### config.mk
export PLATFORM = sky130hd
export DESIGN_NAME = duty_cycle_gen
export DESIGN_NICKNAME = d
export VERILOG_FILES = /design/src/rtl/dcg_pkg.sv /design/src/rtl/dcg_phase_counter.sv /design/src/rtl/duty_cycle_gen.sv
export SDC_FILE = /design/constraint.sdc
export NUM_CORES = 1
export LEC_CHECK = 0
export ABC_AREA = 1
export BUFFER_PORTS_ARGS = -buffer_cell sky130_fd_sc_hd__buf_2
export CAP_MARGIN = 15
export CORE_AREA = 4 4 82 115
export CTS_BUF_LIST = sky130_fd_sc_hd__clkbuf_4 sky130_fd_sc_hd__clkbuf_8
export CTS_CLUSTER_DIAMETER = 40
export DETAILED_ROUTE_END_ITERATION = 8
export DIE_AREA = 0 0 86 119
export SYNTH_ARGS = -nofsm -noshare
export SYNTH_HDL_FRONTEND = slang
export SYNTH_HIERARCHICAL = 1
export SYNTH_SLANG_ARGS = --single-unit
### constraint.sdc
create_clock -name clk -period 4.25 [get_ports clk]
set_clock_uncertainty 0.2 [all_clocks]
set_input_delay 0.425 -clock clk [delete_from_list [all_inputs] [get_ports clk]]
set_output_delay 0.425 -clock clk [all_outputs]
set_load 0.1 [all_outputs]
### src/rtl/dcg_pkg.sv
// Shared types and defaults for the duty-cycle clock generator.
package dcg_pkg;

    localparam int unsigned DCG_CNT_WIDTH   = 8;
    localparam int unsigned DCG_LOCK_CYCLES = 4;

    typedef enum logic [1:0] {
        IDLE,
        DELAY,
        HIGH,
        LOW
    } dcg_state_t;

    // A period needs at least one high and one low cycle.
    function automatic logic cfg_valid(input logic [31:0] high, input logic [31:0] low);
        return (high != '0) && (low != '0);
    endfunction

endpackage

### src/rtl/dcg_phase_counter.sv
// Loadable down-counter timing the DELAY, HIGH and LOW phases.
module dcg_phase_counter
    import dcg_pkg::*;
#(
    parameter int unsigned CNT_WIDTH = DCG_CNT_WIDTH
) (
    input  logic                 clk,
    input  logic                 reset,
    input  logic                 load,
    input  logic [CNT_WIDTH-1:0] load_value,
    output logic [CNT_WIDTH-1:0] value,
    output logic                 tc
);

    // Reload on request, otherwise count down and park at zero
    always_ff @(posedge clk or posedge reset) begin
        if (reset) begin
            value <= '0;
        end else if (load) begin
            value <= load_value;
        end else if (value != '0) begin
            value <= value - CNT_WIDTH'(1);
        end
    end

    assign tc = (value == '0);

endmodule

### src/rtl/duty_cycle_gen.sv
// Counter-based clock generator with programmable high, low and start phase.
module duty_cycle_gen
    import dcg_pkg::*;
#(
    parameter int unsigned CNT_WIDTH   = DCG_CNT_WIDTH,
    parameter int unsigned LOCK_CYCLES = DCG_LOCK_CYCLES
) (
    input  logic                 clk,
    input  logic                 reset,
    input  logic                 enable,
    input  logic [CNT_WIDTH-1:0] high_count,
    input  logic [CNT_WIDTH-1:0] low_count,
    input  logic [CNT_WIDTH-1:0] phase_count,
    output logic                 clk_out,
    output logic                 locked,
    output logic                 period_done,
    output logic                 cfg_err
);

    localparam int unsigned          LOCK_W   = $clog2(LOCK_CYCLES + 1);
    localparam logic [LOCK_W-1:0]    LOCK_MAX = LOCK_W'(LOCK_CYCLES);
    localparam logic [CNT_WIDTH-1:0] ONE      = CNT_WIDTH'(1);

    dcg_state_t           state;
    logic [CNT_WIDTH-1:0] high_s;
    logic [CNT_WIDTH-1:0] low_s;
    logic [LOCK_W-1:0]    lock_cnt;
    logic [LOCK_W-1:0]    lock_nxt;

    logic                 cfg_ok;
    logic                 cfg_changed;
    logic                 cnt_load;
    logic [CNT_WIDTH-1:0] cnt_value;
    logic [CNT_WIDTH-1:0] cnt_cur;
    logic                 cnt_tc;

    dcg_phase_counter #(
        .CNT_WIDTH(CNT_WIDTH)
    ) u_phase_counter (
        .clk       (clk),
        .reset     (reset),
        .load      (cnt_load),
        .load_value(cnt_value),
        .value     (cnt_cur),
        .tc        (cnt_tc)
    );

    // Counter reload selection and saturating lock increment
    always_comb begin
        cfg_ok      = cfg_valid(32'(high_count), 32'(low_count));
        cfg_changed = (high_count != high_s) || (low_count != low_s);
        lock_nxt    = (lock_cnt == LOCK_MAX) ? lock_cnt : lock_cnt + LOCK_W'(1);
        cnt_load    = 1'b0;
        cnt_value   = '0;
        unique case (state)
            IDLE: begin
                if (enable && cfg_ok) begin
                    cnt_load  = 1'b1;
                    cnt_value = (phase_count != '0) ? phase_count - ONE : high_count - ONE;
                end
            end
            DELAY: begin
                if (cnt_tc) begin
                    cnt_load  = 1'b1;
                    cnt_value = high_s - ONE;
                end
            end
            HIGH: begin
                if (cnt_tc) begin
                    cnt_load  = 1'b1;
                    cnt_value = low_s - ONE;
                end
            end
            LOW: begin
                // Live high_count equals high_s when config is unchanged
                if (cnt_tc && enable && cfg_ok) begin
                    cnt_load  = 1'b1;
                    cnt_value = high_count - ONE;
                end
            end
            default: ;
        endcase
    end

    // Phase FSM, shadow config, lock tracking and registered outputs
    always_ff @(posedge clk or posedge reset) begin
        if (reset) begin
            state       <= IDLE;
            high_s      <= '0;
            low_s       <= '0;
            lock_cnt    <= '0;
            clk_out     <= 1'b0;
            locked      <= 1'b0;
            period_done <= 1'b0;
            cfg_err     <= 1'b0;
        end else begin
            // Outputs follow the state one cycle later, keeping them glitch-free
            clk_out     <= (state == HIGH);
            period_done <= (state == LOW) && cnt_tc;
            unique case (state)
                IDLE: begin
                    if (enable) begin
                        if (!cfg_ok) begin
                            cfg_err <= 1'b1;
                        end else begin
                            high_s   <= high_count;
                            low_s    <= low_count;
                            cfg_err  <= 1'b0;
                            lock_cnt <= '0;
                            state    <= (phase_count != '0) ? DELAY : HIGH;
                        end
                    end
                end
                DELAY: begin
                    if (cnt_tc) state <= HIGH;
                end
                HIGH: begin
                    if (cnt_tc) state <= LOW;
                end
                LOW: begin
                    if (cnt_tc) begin
                        if (!enable) begin
                            state <= IDLE;
                        end else if (!cfg_ok) begin
                            cfg_err  <= 1'b1;
                            locked   <= 1'b0;
                            lock_cnt <= '0;
                            state    <= IDLE;
                        end else if (cfg_changed) begin
                            high_s   <= high_count;
                            low_s    <= low_count;
                            lock_cnt <= '0;
                            locked   <= 1'b0;
                            state    <= HIGH;
                        end else begin
                            lock_cnt <= lock_nxt;
                            locked   <= (lock_nxt == LOCK_MAX);
                            state    <= HIGH;
                        end
                    end
                end
                default: state <= IDLE;
            endcase
            // Losing enable unlocks at once, while the period still runs out
            if (!enable) begin
                locked   <= 1'b0;
                lock_cnt <= '0;
            end
        end
    end

endmodule

==> impl_metrics.ini <==
[timing]
hold_viol = 0
slew_viol_final = 0
rsz0062_at_grt = no
final-setup-viol-count = 0
fmax_mhz = 392
period_minus_slack_ns = 2.55
setup-tns-final_ns = 0
worstMarginPinSlew_ns = 0.513
final.period_utilization_pct = 60.1
slew_headroom_pct = 65.7

[clock_network]
cts_max_path_buffers = 2
clk_pin_slew_ns = 0.07
htreeDepth = 2
cts.sinks = 33
cts_setup_buffers = 0
cts-root-buf = clkbuf_8
cts_buffers = 5
cts_tree = done
cts_resized = 0
worstSkewPairLatency_ns = 0.30

[power_and_ir_drop]
pwr_density_cell_nw_per_um2 = 549
power.static_leakage_nw = 1.98
vdd_ir_drop_max_uv = 256

[final_layout]
nFillCells = 917
multiInputGateArea_um2 = 1910
finalNetCount = 578
drive_above_1_share_pct = 10.8
final_cells = 644
antenna_cells = 0
register_area_um2 = 826
syn_to_final_growth_pct = 12.5

[logic_synthesis]
ys_top_cells_by_count = nand2_1, inv_1, nand3_1
synth.area.mux_share_pct = 0
synth_area_leaders = dfrtp_1, nand2_1, nand3_1
synth_compound_area_share_pct = 6.54
synthAdderAreaFrac_pct = 5.31
avgSynthCellArea_um2 = 6.06
ys_ff_latch = 33
syn_nets = 545
synth_area_um2 = 3060
synth_top_area_share_pct = 27.0
synth_ff_type = dfrtp_1
synth_top_family_by_area = simple AND/OR/NAND/NOR gates
synth_warnings = 6
async_flop_share_pct = 100
synthCells = 505
synth_edf_count = 0
synth_area_leader_cell = dfrtp_1
yosysUniqueCellTypes = 35
synthSimpleGateAreaFrac_pct = 47.2
yosysMostFrequentCell = nand2_1
ys_seq_area_share_pct = 27.0
synth_xor_area_share_pct = 3.43

[worst_setup_path]
start_kind = flip-flop
path_cells = inv_1 > ha_1 > nand2_4 > nor2_8 > nand2_1 > nor2_4 > inv_1 > nand3_1 > inv_1 > nand2_4 > nand2_1 > o21ai_2
cp_max_fo = 12
max_stage_delay_ns = 0.38
crit_family = simple AND/OR/NAND/NOR gates
worst-setup-path-type = flip-flop to flip-flop
crit_arrival_ns = 2.59
slowest_stage = dfrtp_1
cp_common_cell = inv_1
crit_buf_inv = 3
worstPathRequired_ns = 4.29
end_kind = flip-flop

[floorplanning]
die_y_um = 119
rows = 40
ioPinCount = 31
die-area_um2 = 10200
core_um2 = 8460
fp.dieW_um = 86
initial_core_util_pct = 36.2

[route]
routedWlPerCell_um = 12.4
viasPerCell = 4.75
first_pass_iters = 5
ant_nets = 0
route.detailed.drc = 0
drtIter0Drc = 128
num_vias = 3059
routed_wl_um = 7960

[place]
place_inst = 634
portBuffers = 30
dp_hpwl_um = 6500
gp_congestion = 0.851

[grt]
grt_pass1_wl_um = 13300
grt-ovfl-total = 0
antenna_found_initial = 0
grt_pass1_vias = 2999
grt_max_degree = 26
grtUsageTotal_pct = 16.2

[status]
status = finished clean

[hold_path]
hp-class = input port to flip-flop

[run]
cap_violations = 0
==> layout make-up <==
type	count	share of cell area, %
clock buffers	7	2.80
well taps	105	3.81
multi-input cells	390	55.6
flip-flops and latches	33	24.0
clock inverters	1	0.145
repair buffers	32	5.45
inverters	76	8.28
==> through the flow <==
stage                     util, %  hold WS [ns]  setup WS (ns)  total power, W  instance area (um^2)
final                        40.7         0.179           1.70         0.00189                  3450
after detailed placement     39.1         0.201           1.62         0.00163                  3310
after global routing         40.7         0.176           1.40         0.00210                  3450
after floorplan                 -        0.0407           2.06         0.00140                  3060
after global placement       39.1         0.199           1.69         0.00161                  3310
after CTS                    40.4         0.175           1.69         0.00191                  3420
==> cell families after synthesis <==
group / Yosys count
simple gates: 331
buf+inv: 82
compound gates: 34
flops: 33
fa+ha+maj: 13
xor+xnor: 12
==> state kept, by name, summed over array words and instances, names as in the netlist <==
signal	cells
clk_out	1
cfg_err	1
lock_cnt	3
u_phase_counter/value	8
low_s	8
state	2
locked	1
period_done	1
high_s	8
==> layer usage <==
metal  wire length [um]  global-route usage [%]  share of wire, %
met5                  0                       0                 0
met4                183                    6.73               2.3
met3                208                    2.98               2.6
met2               4340                    30.7                54
met1               3240                    16.9                41
==> final timing paths <==
| path | start | to | slack, ns | cells after the start |
|---|---|---|---|---|
| max | u_phase_counter/value[0] | u_phase_counter/value[0] | 1.70 | 12 |
| min reg2reg | high_s[0] | high_s[0] | 0.30 | 2 |
| min in group asynchronous | reset | u_phase_counter/value[5] | 0.42 | 3 |
| max in group asynchronous | reset | low_s[2] | 2.89 | 4 |
| max reg2reg | u_phase_counter/value[0] | u_phase_counter/value[0] | 1.70 | 12 |
| min | high_count[6] | high_s[6] | 0.18 | 3 |
==> where the power goes <==
part           internal, W  total [W]  switching [W]
registers         0.000438   0.000559       0.000121
clock network     0.000146   0.000274       0.000128
logic             0.000358    0.00106       0.000701
total             0.000942    0.00189       0.000950
==> placed cells by master, fill, tap and decap left out, types with 2 or more instances in the layout <==
cell and n:
clkbuf_8 7, nand2_1 201, nand4_1 5, nand2_4 3
nand3_1 59, inv_2 3, nor2_1 48, dfrtp_1 33
nand2_2 2, inv_1 72, xor2_1 9, o21ai_2 2
nor2_4 3, buf_2 30, nor3_1 2, o211ai_1 3
a21oi_1 5, nor2_8 2, o21ai_0 19, ha_1 13
xnor2_1 3
==> worst reg2reg max path, delay by kind of cell (launching register included) <==
kind / cells / cell delay, ns
AO/OA/AOI/OAI: 1 / 0.06
adder cells (fa/ha/maj): 1 / 0.28
flip-flops: 1 / 0.38
AND/OR/NAND/NOR: 7 / 1.18
buffers and inverters: 3 / 0.38
==> timing repair <==
| item | in CTS | in global routing |
|---|---|---|
| endpoints found under the hold margin | 8 | 0 |
| setup endpoints to repair | 0 | 0 |
| hold buffers | 1 | 0 |
No activity file was read; power rests on OpenSTA's default activity.
